`config.mk`:
```
export PLATFORM = sky130hd
export DESIGN_NAME = acc_cpu_p
export DESIGN_NICKNAME = d
export VERILOG_FILES = /design/src/rtl/acc_cpu_p_pkg.sv /design/src/rtl/acc_cpu_p_alu.sv /design/src/rtl/acc_cpu_p.sv
export SDC_FILE = /design/constraint.sdc
export NUM_CORES = 1
export LEC_CHECK = 0
export BUFFER_PORTS_ARGS = -buffer_cell sky130_fd_sc_hd__buf_4
export CAP_MARGIN = 20
export CORE_MARGIN = 4
export CORE_UTILIZATION = 42
export CTS_CLUSTER_SIZE = 14
export DETAILED_ROUTE_END_ITERATION = 8
export HOLD_SLACK_MARGIN = 0.1
export MAX_ROUTING_LAYER = met4
export PLACE_DENSITY_LB_ADDON = 0.2
export SLEW_MARGIN = 20
export SYNTH_ARGS = -nofsm -noshare
export SYNTH_HDL_FRONTEND = slang
export SYNTH_HIERARCHICAL = 1
export SYNTH_SLANG_ARGS = --single-unit
```
`constraint.sdc`:
```
create_clock -name clk -period 3.3 [get_ports clk]
set_input_delay 0.33 -clock clk [delete_from_list [all_inputs] [get_ports clk]]
set_output_delay 0.33 -clock clk [all_outputs]
set_load 0.05 [all_outputs]
```
`src/rtl/acc_cpu_p_pkg.sv`:
```
// Shared types for the accumulator CPU: opcode encoding and FSM states.
// The optional multiplier is enabled by defining ACC_CPU_P_MUL_EN.
package acc_cpu_p_pkg;

  typedef enum logic [3:0] {
    OP_NOP  = 4'h0,
    OP_LDI  = 4'h1,
    OP_LD   = 4'h2,
    OP_ST   = 4'h3,
    OP_ADD  = 4'h4,
    OP_SUB  = 4'h5,
    OP_AND  = 4'h6,
    OP_OR   = 4'h7,
    OP_XOR  = 4'h8,
    OP_JMP  = 4'h9,
    OP_JZ   = 4'hA,
    OP_JC   = 4'hB,
    OP_SHL  = 4'hC,
    OP_SHR  = 4'hD,
    OP_MUL  = 4'hE,
    OP_HALT = 4'hF
  } opcode_t;

  typedef enum logic [1:0] {
    ST_FETCH   = 2'd0,
    ST_OPERAND = 2'd1,
    ST_HALT    = 2'd2
  } state_t;

  localparam int OPCODE_W = 4;
  localparam int INSTR_W  = 8;

endpackage

```
`src/rtl/acc_cpu_p_alu.sv`:
```
// Combinational ALU for acc_cpu_p; the MUL path exists only when
// ACC_CPU_P_MUL_EN is defined, otherwise opcode E passes acc/C through.
module acc_cpu_p_alu
  import acc_cpu_p_pkg::*;
#(
  parameter int DW = 8
) (
  input  logic [3:0]    op,
  input  logic [DW-1:0] acc,
  input  logic [DW-1:0] operand,
  input  logic          c_in,
  output logic [DW-1:0] result,
  output logic          c_out
);

  logic [DW:0] sum;
`ifdef ACC_CPU_P_MUL_EN
  logic [2*DW-1:0] prod;
`endif

  always_comb begin
    result = acc;
    c_out  = c_in;
    sum    = '0;
`ifdef ACC_CPU_P_MUL_EN
    prod   = '0;
`endif
    case (opcode_t'(op))
      OP_ADD: begin
        sum    = {1'b0, acc} + {1'b0, operand};
        result = sum[DW-1:0];
        c_out  = sum[DW];
      end
      OP_SUB: begin
        // borrow is simply the unsigned compare
        result = acc - operand;
        c_out  = (acc < operand);
      end
      OP_AND: begin result = acc & operand; c_out = 1'b0; end
      OP_OR:  begin result = acc | operand; c_out = 1'b0; end
      OP_XOR: begin result = acc ^ operand; c_out = 1'b0; end
      OP_SHL: begin result = {acc[DW-2:0], 1'b0}; c_out = acc[DW-1]; end
      OP_SHR: begin result = {1'b0, acc[DW-1:1]}; c_out = acc[0]; end
`ifdef ACC_CPU_P_MUL_EN
      OP_MUL: begin
        prod   = {{DW{1'b0}}, acc} * {{DW{1'b0}}, operand};
        result = prod[DW-1:0];
        c_out  = |prod[2*DW-1:DW];
      end
`endif
      default: ;
    endcase
  end

endmodule

```
`src/rtl/acc_cpu_p.sv`:
```
// Byte-serial accumulator CPU: FETCH/OPERAND/HALT FSM, NREG registers, flags.
// Define ACC_CPU_P_MUL_EN to turn opcode E into MUL (otherwise it is a NOP).
module acc_cpu_p
  import acc_cpu_p_pkg::*;
#(
  parameter int DW   = 8,
  parameter int AW   = 8,
  parameter int NREG = 4
) (
  input  logic          clk,
  input  logic          reset,
  input  logic [7:0]    instr,
  input  logic          instr_valid,
  output logic [AW-1:0] pc,
  output logic [DW-1:0] acc,
  output logic          zero,
  output logic          carry,
  output logic          halted,
  output logic [1:0]    state_dbg
);

  localparam int RW = (NREG > 1) ? $clog2(NREG) : 1;

  state_t          state_q, state_d;
  opcode_t         pend_q, pend_d;
  logic [AW-1:0]   pc_q, pc_d, pc_inc, imm_aw;
  logic [DW-1:0]   acc_q, acc_d, imm_dw, operand_r, alu_res;
  logic            z_q, z_d, c_q, c_d, alu_c, alu_wb, reg_we;
  logic [DW-1:0]   regs_q [NREG];
  opcode_t         opc;
  logic [RW-1:0]   r_sel;

  assign opc       = opcode_t'(instr[7:4]);
  assign r_sel     = instr[RW-1:0];
  assign operand_r = regs_q[r_sel];
  assign imm_dw    = DW'(instr);
  assign imm_aw    = AW'(instr);
  assign pc_inc    = pc_q + AW'(1);

  acc_cpu_p_alu #(.DW(DW)) u_alu (
    .op      (instr[7:4]),
    .acc     (acc_q),
    .operand (operand_r),
    .c_in    (c_q),
    .result  (alu_res),
    .c_out   (alu_c)
  );

  always_comb begin
    state_d = state_q;
    pend_d  = pend_q;
    pc_d    = pc_q;
    acc_d   = acc_q;
    z_d     = z_q;
    c_d     = c_q;
    reg_we  = 1'b0;
    alu_wb  = 1'b0;
    if (instr_valid) begin
      case (state_q)
        ST_FETCH: begin
          pc_d = pc_inc;
          case (opc)
            OP_LDI, OP_JMP, OP_JZ, OP_JC: begin
              state_d = ST_OPERAND;
              pend_d  = opc;
            end
            OP_LD: begin
              acc_d = operand_r;
              z_d   = (operand_r == '0);
            end
            OP_ST: reg_we = 1'b1;
            OP_ADD, OP_SUB, OP_AND, OP_OR, OP_XOR, OP_SHL, OP_SHR: alu_wb = 1'b1;
`ifdef ACC_CPU_P_MUL_EN
            OP_MUL: alu_wb = 1'b1;
`endif
            OP_HALT: begin
              pc_d    = pc_q;
              state_d = ST_HALT;
            end
            default: ;
          endcase
          if (alu_wb) begin
            acc_d = alu_res;
            c_d   = alu_c;
            z_d   = (alu_res == '0);
          end
        end
        ST_OPERAND: begin
          state_d = ST_FETCH;
          pend_d  = OP_NOP;
          pc_d    = pc_inc;
          case (pend_q)
            OP_LDI: begin
              acc_d = imm_dw;
              z_d   = (imm_dw == '0);
            end
            OP_JMP: pc_d = imm_aw;
            OP_JZ:  pc_d = z_q ? imm_aw : pc_inc;
            OP_JC:  pc_d = c_q ? imm_aw : pc_inc;
            default: ;
          endcase
        end
        default: ;  // HALT accepts nothing until reset
      endcase
    end
  end

  always_ff @(posedge clk or negedge reset) begin
    if (!reset) begin
      state_q <= ST_FETCH;
      pend_q  <= OP_NOP;
      pc_q    <= '0;
      acc_q   <= '0;
      z_q     <= 1'b0;
      c_q     <= 1'b0;
      for (int i = 0; i < NREG; i++) regs_q[i] <= '0;
    end else begin
      state_q <= state_d;
      pend_q  <= pend_d;
      pc_q    <= pc_d;
      acc_q   <= acc_d;
      z_q     <= z_d;
      c_q     <= c_d;
      if (reg_we) regs_q[r_sel] <= acc_q;
    end
  end

  assign pc        = pc_q;
  assign acc       = acc_q;
  assign zero      = z_q;
  assign carry     = c_q;
  assign halted    = (state_q == ST_HALT);
  assign state_dbg = state_q;

endmodule

```
==> flow_metrics.tcl, run 1 <==
set metrics [dict create \
    netlist.area_leader.share_pct 32.59 \
    worst_slew_margin_pct 39.45 \
    initialDrtViolationCount 202 \
    die_height_um 109.2 \
    via_count 3694 \
    synth.distinct_cells 67 \
    remaining_drc_errors 0 \
    clk-insertion-delay-late_ps 320 \
    cts.path.max_buffers 2 \
    cts_root_buf "sky130_fd_sc_hd__clkbuf_8" \
    number_of_rows_in_the_core_area 36 \
    totalWireLength_mm 11.82 \
    synth_flop_cell "sky130_fd_sc_hd__dfrtp_1" \
    ir_worst_vdd_v 0.0006310 \
    drt_pre_antenna_iters 5 \
    areaGrowthSynthToFinish_pct 20.72 \
    grt_pass1_vias 3540 \
    grt_antenna_before_repair 0 \
    main_combinational_cell_family_by_area_after_synthesis "compound AO/OA/AOI/OAI gates" \
    ys_seq_elements 56 \
    grt_max_degree 57 \
    finalWorstPathRequiredPeriod_ps 3224 \
    synthesis_warnings 6 \
    finalSetupViolations 0 \
    timing_hold_violations_final 0 \
    finalCritPeriodShare_pct 97.69 \
    placeableCoreArea_um2 9864 \
    worst_ep_arrival_time_ps 3460 \
    clock_edge_transition_at_the_registers_on_the_reported_setup_and_hold_paths_ps 110 \
    synthesis.area_per_instance_um2 9.664 \
    fin_cells 643 \
    cts_htree_levels 2 \
    synth_seq_area_share_pct 32.59 \
    netlist_area_um2 4300 \
    max_clock_freq_mhz 310.2 \
    first_pass_grt_wire_length_mm 19.09 \
    place.detailed.instances 632 \
    post_synth_mux_area_share_pct 16.61 \
    io_pins 32 \
    drive_gt1_share_pct 28.04 \
    routabilityCongestion 0.8992 \
    synthesis.nets 484 \
    synth_edf_count 0 \
    fin_hold_ws_ps 279.3 \
    finalNetCount 548 \
    drv_cap 0 \
    power.net_switching_mw 1.590 \
    post_synth_inst_count 445 \
    power.static_leakage_nw 2.375 \
    tritoncts_clock_tree "built" \
    startpoint_type "register" \
    routed_wire_length_per_instance_um 18.38 \
    drv_slew 0 \
    die_x_um 109.2 \
    clock_sink_count 56 \
    clock-skew-final_ps 9.741 \
    worstPathMaxFanout 3 \
    reg2reg_depth 14 \
    synth_top_cells_by_area "sky130_fd_sc_hd__dfrtp_1 (33%), sky130_fd_sc_hd__mux2_1 (8.4%), sky130_fd_sc_hd__ha_1 (7.6%)" \
    power_frac_clock_pct 13.5 \
    power.sequential.fraction_pct 28.8 \
    netlist_top_cells_count "sky130_fd_sc_hd__dfrtp_1 (56), sky130_fd_sc_hd__a21oi_1 (33), sky130_fd_sc_hd__mux2_1 (32)" \
    place.detailed.hpwl_mm 8.555 \
    critPathCaptureType "register" \
    async_flop_share_pct 100.0 \
    antenna_cells 0 \
    gr-total-overflow 0 \
    intPower_mw 1.871 \
    netlist.top_cell.by_area "sky130_fd_sc_hd__dfrtp_1" \
    route.antenna.remaining_nets 0 \
    synthAdderAreaFrac_pct 8.496 \
    pwr-share-comb_pct 57.6 \
    simple_gate_area_share_of_the_yosys_netlist_pct 14.17 \
    start_util_pct 43.59 \
    crit_required_ps 3540 \
    route.detailed.vias_per_inst 5.745 \
    netSwitchingFraction_pct 45.93 \
    path_class "reg2reg" \
    worst_pin_slew_ps 908.3 \
    synthMostInstantiatedCell "sky130_fd_sc_hd__dfrtp_1" \
    synth_compound_gate_area_share_pct 21.04 \
    hp-class "in2reg" \
    global_route.usage.total_pct 21.01 \
    finalPower_mw 3.461 \
    power-per-cell-area_nw_per_um2 666.7 \
    port-buffer-count 31 \
    num_cts_buffers 5 \
    grt_setup_unrepaired "yes" \
    outcome "complete, no violations" \
    total_die_area_um2 11920 \
    holdPathStages 2 \
    synth-xor-area-share_pct 0.8147 \
]
==> placed cells by master, fill, tap and decap left out, types with 3 or more instances in the layout <==
cell,count
sky130_fd_sc_hd__a211oi_1,9
sky130_fd_sc_hd__a21o_1,9
sky130_fd_sc_hd__a21oi_1,29
sky130_fd_sc_hd__a21oi_2,5
sky130_fd_sc_hd__a31oi_1,3
sky130_fd_sc_hd__buf_4,78
sky130_fd_sc_hd__clkbuf_8,5
sky130_fd_sc_hd__dfrtp_1,55
sky130_fd_sc_hd__ha_1,20
sky130_fd_sc_hd__ha_4,4
sky130_fd_sc_hd__inv_1,25
sky130_fd_sc_hd__inv_2,8
sky130_fd_sc_hd__mux2_1,32
sky130_fd_sc_hd__mux2_2,3
sky130_fd_sc_hd__mux2i_1,14
sky130_fd_sc_hd__mux4_2,8
sky130_fd_sc_hd__nand2_1,27
sky130_fd_sc_hd__nand2b_1,10
sky130_fd_sc_hd__nand3_1,12
sky130_fd_sc_hd__nand3_2,3
sky130_fd_sc_hd__nor2_1,26
sky130_fd_sc_hd__nor2b_1,8
sky130_fd_sc_hd__nor3_1,7
sky130_fd_sc_hd__nor4_1,3
sky130_fd_sc_hd__nor4b_1,3
sky130_fd_sc_hd__o211ai_1,4
sky130_fd_sc_hd__o21a_1,4
sky130_fd_sc_hd__o21ai_0,13
sky130_fd_sc_hd__o21ai_1,9
sky130_fd_sc_hd__o22ai_1,5
sky130_fd_sc_hd__o31ai_1,3
sky130_fd_sc_hd__o31ai_2,3
sky130_fd_sc_hd__o32a_1,4
sky130_fd_sc_hd__xnor2_1,3
==> per-layer routing <==
layer  share of wire (%)  vias to the layer above  GRT usage [%]
li1                    -                     1763              -
met1                  47                     1798          29.92
met2                  46                      111          31.71
met3                 4.5                       22          2.368
met4                 2.4                        0          6.055
met5                   0                        -              -
==> logic make-up (layout without fill, tap and decap cells) <==
| logic type | count (synthesis) | after routing |
|---|---|---|
| flops | 56 | 56 |
| compound gates | 129 | 129 |
| xor+xnor | 4 | 4 |
| simple gates | 115 | 115 |
| mux | 57 | 57 |
| buf+inv | 56 | 121 |
| fa+ha+maj | 28 | 28 |
==> worst paths after layout <==
kind | slack [ps] | from | end
worst max-delay path | 80 | regs_q[2]$_DFFE_PN0P_ | zero$_DFFE_PN0P_
worst min-delay path | 280 | instr_valid | state_dbg[1]$_DFFE_PN0P_
worst max register to register | 80 | regs_q[2]$_DFFE_PN0P_ | zero$_DFFE_PN0P_
worst min register to register | 500 | regs_q[21]$_DFFE_PN0P_ | regs_q[21]$_DFFE_PN0P_
max in group asynchronous | 2170 | reset | acc[1]$_DFFE_PN0P_
min in group asynchronous | 590 | reset | state_dbg[0]$_DFFE_PN0P_
==> layout make-up <==
| class | count | area, um^2 |
|---|---|---|
| repair buffers | 80 | 615.6 |
| inverters | 33 | 123.9 |
| multi-input cells | 333 | 2766 |
| flip-flops and latches | 56 | 1403 |
| clock buffers | 5 | 68.82 |
| clock inverters | 3 | 47.55 |
| well taps | 133 | 166.4 |
| fillers | 901 | 4673 |
==> power groups by stage <==
stage	logic (mW)	registers, mW	clock network (mW)
finish	1.99	0.997	0.469
global route	2.15	1.03	0.512
CTS	1.88	0.996	0.485
detailed placement	1.86	1.01	0
global placement	1.85	1.00	0
floorplan	0.871	1.33	0
==> repair_timing <==
| action | CTS | global route |
|---|---|---|
| hold buffers | 1 | 0 |
| gates resized for setup | 1 | 28 |
| endpoints found under the hold margin | 56 | 0 |
| setup buffers | 0 | 2 |
| pin swaps | 2 | 15 |
| gates cloned | 0 | 0 |
| setup endpoints to repair | 1 | 1 |
==> worst max-delay path: stages (launching register included) <==
cell                       delay [ps]
sky130_fd_sc_hd__dfrtp_1          390
sky130_fd_sc_hd__mux4_2           510
sky130_fd_sc_hd__buf_4            180
sky130_fd_sc_hd__ha_2             200
sky130_fd_sc_hd__a21oi_4          190
sky130_fd_sc_hd__o31ai_4          120
sky130_fd_sc_hd__a311oi_2         280
sky130_fd_sc_hd__xor2_1           170
sky130_fd_sc_hd__nor2_1            60
sky130_fd_sc_hd__o32a_1           330
sky130_fd_sc_hd__nor4_1           260
sky130_fd_sc_hd__nand2_1          110
sky130_fd_sc_hd__o22ai_2          120
sky130_fd_sc_hd__a41oi_1           70
sky130_fd_sc_hd__o31ai_2          190
==> flip-flops by register name, summed over array words and instances (netlist names) <==
register   count
zero           1
acc            8
pc             8
carry          1
state_dbg      2
pend_q         4
regs_q        32
==> per-stage QoR <==
step | utilization, % | area [um^2] | setup WS, ps | setup TNS (ps)
after floorplan | - | 4300 | 54.01 | 0
after global placement | 49.78 | 4911 | -184.9 | -184.9
after detailed placement | 49.78 | 4911 | -187.1 | -187.1
after CTS | 51.13 | 5044 | 22.06 | 0
after global routing | 52.63 | 5191 | -51.07 | -51.79
final | 52.63 | 5191 | 76.16 | 0
Note: power is estimated with default switching activity, not from simulation.
==> run 2, diff against run 1 <==
- SYNTH_HIERARCHICAL: 1 -> unset
==> flow_metrics.tcl, run 2 <==
set metrics [dict create \
    netlist_area_um2 4293 \
    drv_cap 0 \
    power.net_switching_mw 1.888 \
    reg2reg_from "regs_q[2]$_DFFE_PN0P_" \
    finalCritPeriodShare_pct 93.54 \
    worstSetupStartpoint "regs_q[2]$_DFFE_PN0P_" \
    antenna_cells 0 \
    worst_pin_slew_ps 743.1 \
    netSwitchingFraction_pct 49.62 \
    ys_seq_elements 56 \
    final.setup.worst_slack_ps 213.0 \
    whs_endpoint "state_dbg[1]$_DFFE_PN0P_" \
    dpl_cell_area_um2 4728 \
    gr-total-overflow 0 \
    hold_wc_startpoint "instr_valid" \
    timing_hold_violations_final 0 \
    first_pass_grt_wire_length_mm 20.30 \
    max_clock_freq_mhz 323.9 \
    areaGrowthSynthToFinish_pct 12.59 \
    netlist.top_cell.by_area "sky130_fd_sc_hd__dfrtp_1" \
    postLayoutCellArea_um2 4833 \
    die_height_um 109.1 \
    fin_cells 654 \
    finalSetupViolations 0 \
    critPathCaptureType "register" \
    synthMostInstantiatedCell "sky130_fd_sc_hd__dfrtp_1" \
    hp-class "in2reg" \
    die_x_um 109.1 \
    cts_htree_levels 2 \
    route.antenna.remaining_nets 0 \
    post_synth_inst_count 482 \
    crit_required_ps 3560 \
    ir_worst_vdd_v 0.0003928 \
    netlist_top_cells_count "sky130_fd_sc_hd__dfrtp_1 (56), sky130_fd_sc_hd__nand2_1 (50), sky130_fd_sc_hd__o21ai_0 (42)" \
    drt_pre_antenna_iters 5 \
    via_count 3789 \
    synthAdderAreaFrac_pct 9.385 \
    route.detailed.vias_per_inst 5.794 \
    clock_edge_transition_at_the_registers_on_the_reported_setup_and_hold_paths_ps 110 \
    commonest_cells_after_routing_fill_and_taps_aside "sky130_fd_sc_hd__buf_4 (57), sky130_fd_sc_hd__dfrtp_1 (56), sky130_fd_sc_hd__nand2_1 (50), sky130_fd_sc_hd__o21ai_0 (42), sky130_fd_sc_hd__a21oi_1 (36)" \
    port-buffer-count 31 \
    clk-insertion-delay-late_ps 320 \
    fin_hold_ws_ps 299.3 \
    routed_wire_length_per_instance_um 18.96 \
    grt_setup_unrepaired "no" \
    grt_antenna_before_repair 0 \
    reg2reg_depth 11 \
    intPower_mw 1.917 \
    finalWorstPathRequiredPeriod_ps 3087 \
    initialDrtViolationCount 277 \
    place.detailed.hpwl_mm 9.146 \
    place.detailed.instances 645 \
    synth_top_cells_by_area "sky130_fd_sc_hd__dfrtp_1 (33%), sky130_fd_sc_hd__ha_1 (8.5%), sky130_fd_sc_hd__o21ai_0 (4.9%)" \
    outcome "complete, no violations" \
    worstPathMaxFanout 5 \
    holdPathStages 3 \
    grt_max_degree 57 \
    startpoint_type "register" \
    synth_edf_count 0 \
    final_core_utilization_pct 49.00 \
    synthesis.nets 524 \
    cts.path.max_buffers 2 \
    synth.distinct_cells 69 \
    worst_slew_margin_pct 50.46 \
    netlist.area_leader.share_pct 32.64 \
    main_combinational_cell_family_by_area_after_synthesis "compound AO/OA/AOI/OAI gates" \
    power.static_leakage_nw 2.063 \
    post_synth_mux_area_share_pct 9.268 \
    drive_gt1_share_pct 20.54 \
    async_flop_share_pct 100.0 \
    power_frac_clock_pct 11.0 \
    num_cts_buffers 5 \
    synthesis.area_per_instance_um2 8.906 \
    rrSetupSlack_ps 210 \
    routabilityCongestion 0.9170 \
    simple_gate_area_share_of_the_yosys_netlist_pct 19.73 \
    finalNetCount 562 \
    path_class "reg2reg" \
    drv_slew 0 \
    grt_pass1_vias 3722 \
    totalWireLength_mm 12.40 \
    synth_seq_area_share_pct 32.64 \
    total_die_area_um2 11900 \
    synthesis_warnings 0 \
    power-per-cell-area_nw_per_um2 787.2 \
    global_route.usage.total_pct 22.55 \
    clock_sink_count 56 \
    pwr-share-comb_pct 61.1 \
    number_of_rows_in_the_core_area 36 \
    clock-skew-final_ps 5.431 \
    crit-reg2reg-capture "zero$_DFFE_PN0P_" \
    place_worst_setup_slack_ps -2.160 \
    io_pins 32 \
    placeableCoreArea_um2 9864 \
    max_flop_register "regs_q" \
    largest_register_ff_count 32 \
    power.sequential.fraction_pct 27.9 \
    synth-xor-area-share_pct 1.020 \
    most_common_library_cell_in_the_layout_ignoring_fill_and_taps "sky130_fd_sc_hd__buf_4" \
    synth_flop_cell "sky130_fd_sc_hd__dfrtp_1" \
    tritoncts_clock_tree "built" \
    start_util_pct 43.52 \
    synth_compound_gate_area_share_pct 21.89 \
    worst_ep_arrival_time_ps 3350 \
    remaining_drc_errors 0 \
    cts_root_buf "sky130_fd_sc_hd__clkbuf_8" \
]
==> run 2: cell count changes in the layout (fill, tap and decap cells not counted), moves of 8 or more <==
cell                      previous run  this run
sky130_fd_sc_hd__mux2_2              3        14
sky130_fd_sc_hd__ha_1               20        29
sky130_fd_sc_hd__buf_4              78        57
sky130_fd_sc_hd__o21ai_0            13        42
sky130_fd_sc_hd__mux2_1             32         0
sky130_fd_sc_hd__nand2_1            27        50
sky130_fd_sc_hd__a31oi_1             3        11
sky130_fd_sc_hd__mux2i_1            14         6
==> run 2: final cells by class <==
| type | count | area (um^2) |
|---|---|---|
| Multi-Input combinational cell | 372 | 2633 |
| Fill cell | 972 | 5031 |
| Sequential cell | 56 | 1401 |
| Tap cell | 133 | 166.4 |
| Timing Repair Buffer | 58 | 437.9 |
| Inverter | 27 | 101.3 |
| Clock buffer | 5 | 68.82 |
| Clock inverter | 3 | 25.02 |
==> run 2: layer usage <==
layer	vias to the layer above	track usage (%)	wire length (um)
met5	-	-	0
met4	0	5.140	195
met3	20	4.026	785
met2	132	32.68	5513
met1	1821	32.84	5904
li1	1816	-	-
==> run 2: kinds of logic (layout without fill, tap and decap cells) <==
kind of cell,count (synthesis),in the layout
simple gates,165,165
compound gates,143,143
flops,56,56
fa+ha+maj,31,31
mux,28,28
buf+inv,54,93
xor+xnor,5,5
==> run 2: worst max-delay path, cell delays in order, from the launching register on <==
cell                       delay (ps)
sky130_fd_sc_hd__dfrtp_1          400
sky130_fd_sc_hd__mux4_2           540
sky130_fd_sc_hd__inv_2             80
sky130_fd_sc_hd__ha_1             300
sky130_fd_sc_hd__buf_4            190
sky130_fd_sc_hd__and2b_1          180
sky130_fd_sc_hd__a211oi_1         360
sky130_fd_sc_hd__o31ai_2          100
sky130_fd_sc_hd__xnor2_1          140
sky130_fd_sc_hd__a211oi_1         340
sky130_fd_sc_hd__and4b_1          240
sky130_fd_sc_hd__a31o_1           150
==> run 2: how the worst max path moves through the flow <==
| stage | slack (ps) | cells past startpoint | endpoint |
|---|---|---|---|
| after floorplan | 290 | 12 | zero$_DFFE_PN0P_ |
| after global placement | 40 | 12 | zero$_DFFE_PN0P_ |
| after detailed placement | -2 | 11 | zero$_DFFE_PN0P_ |
| after CTS | 200 | 10 | zero$_DFFE_PN0P_ |
| after global routing | 10 | 11 | zero$_DFFE_PN0P_ |
| final | 210 | 11 | zero$_DFFE_PN0P_ |
==> run 2: power by group through the flow <==
stage | Clock, mW | Sequential [mW] | Combinational (mW)
floorplan | 0 | 1.45 | 1.17
CTS | 0.428 | 1.06 | 2.31
global route | 0.456 | 1.10 | 2.52
global placement | 0 | 1.07 | 2.28
finish | 0.417 | 1.06 | 2.32
detailed placement | 0 | 1.07 | 2.30
==> run 2: metrics by stage <==
step | TNS (ps) | power [mW]
detailed placement | -2.160 | 3.375
finish | 0 | 3.805
CTS | 0 | 3.799
global route | 0 | 4.076
global placement | 0 | 3.349
floorplan | 0 | 2.612
==> run 2: timing repair <==
item / 4_1_cts / 5_1_grt
hold endpoints to repair: 27 / 0
gates resized for setup: 0 / 1
hold buffers: 1 / 0
setup buffers: 0 / 0
endpoints found under the setup margin: 0 / 1
==> run 3, diff against run 2 <==
- ABC_AREA: unset -> 1
==> flow_metrics.tcl, run 3 <==
set metrics [dict create \
    outcome "complete, no violations" \
    io_pins 32 \
    holdPathStages 3 \
    ys_seq_elements 56 \
    clock-skew-final_ps 7.031 \
    port-buffer-count 31 \
    placeableCoreArea_um2 9910 \
    die_height_um 109.4 \
    drive_gt1_share_pct 13.36 \
    final.setup.worst_slack_ps 417.1 \
    ir_worst_vdd_v 0.0001474 \
    antenna_cells 0 \
    power.static_leakage_nw 2.428 \
    cts.path.max_buffers 2 \
    synth_seq_area_share_pct 32.48 \
    clock_edge_transition_at_the_registers_on_the_reported_setup_and_hold_paths_ps 100 \
    crit_required_ps 3550 \
    critPathCaptureType "register" \
    die_x_um 109.4 \
    synth_flop_cell "sky130_fd_sc_hd__dfrtp_1" \
    cts_root_buf "sky130_fd_sc_hd__clkbuf_8" \
    total_die_area_um2 11960 \
    max_clock_freq_mhz 346.9 \
    grt_antenna_before_repair 0 \
    post_synth_inst_count 616 \
    synth_edf_count 0 \
    drt_pre_antenna_iters 5 \
    async_flop_share_pct 100.0 \
    place.detailed.hpwl_mm 9.774 \
    synth.distinct_cells 47 \
    via_count 4105 \
    reg2reg_from "regs_q[8]$_DFFE_PN0P_" \
    grt_max_degree 57 \
    worst_pin_slew_ps 713.6 \
    routabilityCongestion 0.9734 \
    synthMostInstantiatedCell "sky130_fd_sc_hd__nand2_1" \
    worstPathMaxFanout 7 \
    route.detailed.vias_per_inst 5.236 \
    max_flop_register "regs_q" \
    global_route.usage.total_pct 22.34 \
    hold_wc_startpoint "instr[2]" \
    fin_hold_ws_ps 299.3 \
    clock_sink_count 56 \
    gr-total-overflow 0 \
    start_util_pct 43.54 \
    initialDrtViolationCount 376 \
    netlist.top_cell.by_area "sky130_fd_sc_hd__dfrtp_1" \
    netlist_area_um2 4314 \
    cts_htree_levels 2 \
    drv_slew 0 \
    commonest_cells_after_routing_fill_and_taps_aside "sky130_fd_sc_hd__nand2_1 (170), sky130_fd_sc_hd__inv_1 (75), sky130_fd_sc_hd__nor2_1 (64), sky130_fd_sc_hd__dfrtp_1 (56), sky130_fd_sc_hd__nand3_1 (43)" \
    most_common_library_cell_in_the_layout_ignoring_fill_and_taps "sky130_fd_sc_hd__nand2_1" \
    worst_slew_margin_pct 52.43 \
    finalCritPeriodShare_pct 87.36 \
    crit-reg2reg-capture "zero$_DFFE_PN0P_" \
    postLayoutCellArea_um2 4786 \
    drv_cap 0 \
    netlist.area_leader.share_pct 32.48 \
    synthesis.area_per_instance_um2 7.003 \
    grt_pass1_vias 3906 \
    setup_tns_ps 0 \
    whs_endpoint "acc[2]$_DFFE_PN0P_" \
    first_pass_grt_wire_length_mm 20.36 \
    areaGrowthSynthToFinish_pct 10.93 \
    rrSetupSlack_ps 550 \
    reg2reg_depth 20 \
    finalNetCount 692 \
    netlist_top_cells_count "sky130_fd_sc_hd__nand2_1 (170), sky130_fd_sc_hd__inv_1 (75), sky130_fd_sc_hd__nor2_1 (64)" \
    finalSetupViolations 0 \
    route.antenna.remaining_nets 0 \
    finalWorstPathRequiredPeriod_ps 2883 \
    totalWireLength_mm 12.33 \
    final.fill_count 1045 \
    tritoncts_clock_tree "built" \
    grt_setup_unrepaired "no" \
    routed_wire_length_per_instance_um 15.73 \
    startpoint_type "input pin" \
    place_worst_setup_slack_ps 22.39 \
    largest_register_ff_count 32 \
    worst_ep_arrival_time_ps 3140 \
    dpl_cell_area_um2 4679 \
    synthesis.nets 658 \
    synth_top_cells_by_area "sky130_fd_sc_hd__dfrtp_1 (32%), sky130_fd_sc_hd__nand2_1 (15%), sky130_fd_sc_hd__ha_1 (8.4%)" \
    remaining_drc_errors 0 \
    clk-insertion-delay-late_ps 320 \
    hp-class "in2reg" \
    synthesis_warnings 0 \
    path_class "in2reg" \
    number_of_rows_in_the_core_area 36 \
    power-per-cell-area_nw_per_um2 300.5 \
    num_cts_buffers 5 \
    timing_hold_violations_final 0 \
]
run 3: critical path, cell delays in order:
cell	delay (ps)
sky130_fd_sc_hd__buf_4	110
sky130_fd_sc_hd__inv_1	80
sky130_fd_sc_hd__nor2_4	200
sky130_fd_sc_hd__inv_1	110
sky130_fd_sc_hd__nor2_1	160
sky130_fd_sc_hd__nor3_2	80
sky130_fd_sc_hd__inv_1	100
sky130_fd_sc_hd__ha_1	170
sky130_fd_sc_hd__inv_1	100
sky130_fd_sc_hd__fa_1	420
sky130_fd_sc_hd__nand2_1	100
sky130_fd_sc_hd__nand2_1	90
sky130_fd_sc_hd__nand2_1	70
sky130_fd_sc_hd__nand2_1	50
sky130_fd_sc_hd__nand3_1	70
sky130_fd_sc_hd__nand2_1	50
sky130_fd_sc_hd__nor2_1	260
sky130_fd_sc_hd__nand3_1	130
sky130_fd_sc_hd__nor2_1	140
sky130_fd_sc_hd__nand2_1	70
sky130_fd_sc_hd__nand2_1	50
sky130_fd_sc_hd__nand2_1	60
sky130_fd_sc_hd__a21oi_2	130
run 3: cell families after synthesis:
group	Yosys count	synth area share [%]
compound gates	107	14.76
xor+xnor	3	0.6092
fa+ha+maj	31	9.339
buf+inv	98	9.658
flops	56	32.48
simple gates	321	33.15
run 3: how the worst max path moves through the flow:
stage	startpoint	end	slack, ps	depth (start not counted)
after global routing	instr[1]	zero$_DFFE_PN0P_	100	23
after floorplan	instr[1]	zero$_DFFE_PN0P_	770	20
after CTS	instr[1]	zero$_DFFE_PN0P_	350	23
after detailed placement	instr[1]	zero$_DFFE_PN0P_	20	23
after global placement	instr[1]	zero$_DFFE_PN0P_	30	23
final	instr[1]	zero$_DFFE_PN0P_	420	23
run 3: repair_timing:
item / 4_1_cts / 5_1_grt
hold buffers: 1 / 0
setup buffers: 0 / 0
endpoints found under the hold margin: 56 / 0
setup endpoints to repair: 0 / 1
resized for setup: 0 / 1
run 3: stage by stage:
step	power (mW)	utilization, %	std cells
finish	1.438	48.30	784
global route	1.516	48.30	784
detailed placement	1.061	47.22	775
CTS	1.449	48.24	784
floorplan	0.9463	-	616
global placement	1.061	47.22	775
run 3: layout make-up:
cell class	count	area (um^2)	area share, %
Timing Repair Buffer	40	302.8	6.327
Inverter	85	322.8	6.745
Multi-Input combinational cell	462	2501	52.26
Clock inverter	3	22.52	0.4706
Clock buffer	5	68.82	1.438
Tap cell	133	166.4	3.477
Sequential cell	56	1401	29.28
run 3: routing by layer:
metal  GRT usage, %  share of wire [%]  up-vias  routed length [um]
met1          31.35                 47     1898                5838
li1               -                  -     2058                   -
met4          4.720                1.4        0                 178
met5              -                  0        -                   0
met3          2.114                5.4       23                 660
met2          35.35                 46      126                5652
run 3: report_power, final:
group	total (mW)	internal, mW	switching [mW]
Clock	0.387	0.153	0.234
Sequential	0.728	0.702	0.0254
Combinational	0.324	0.0966	0.227
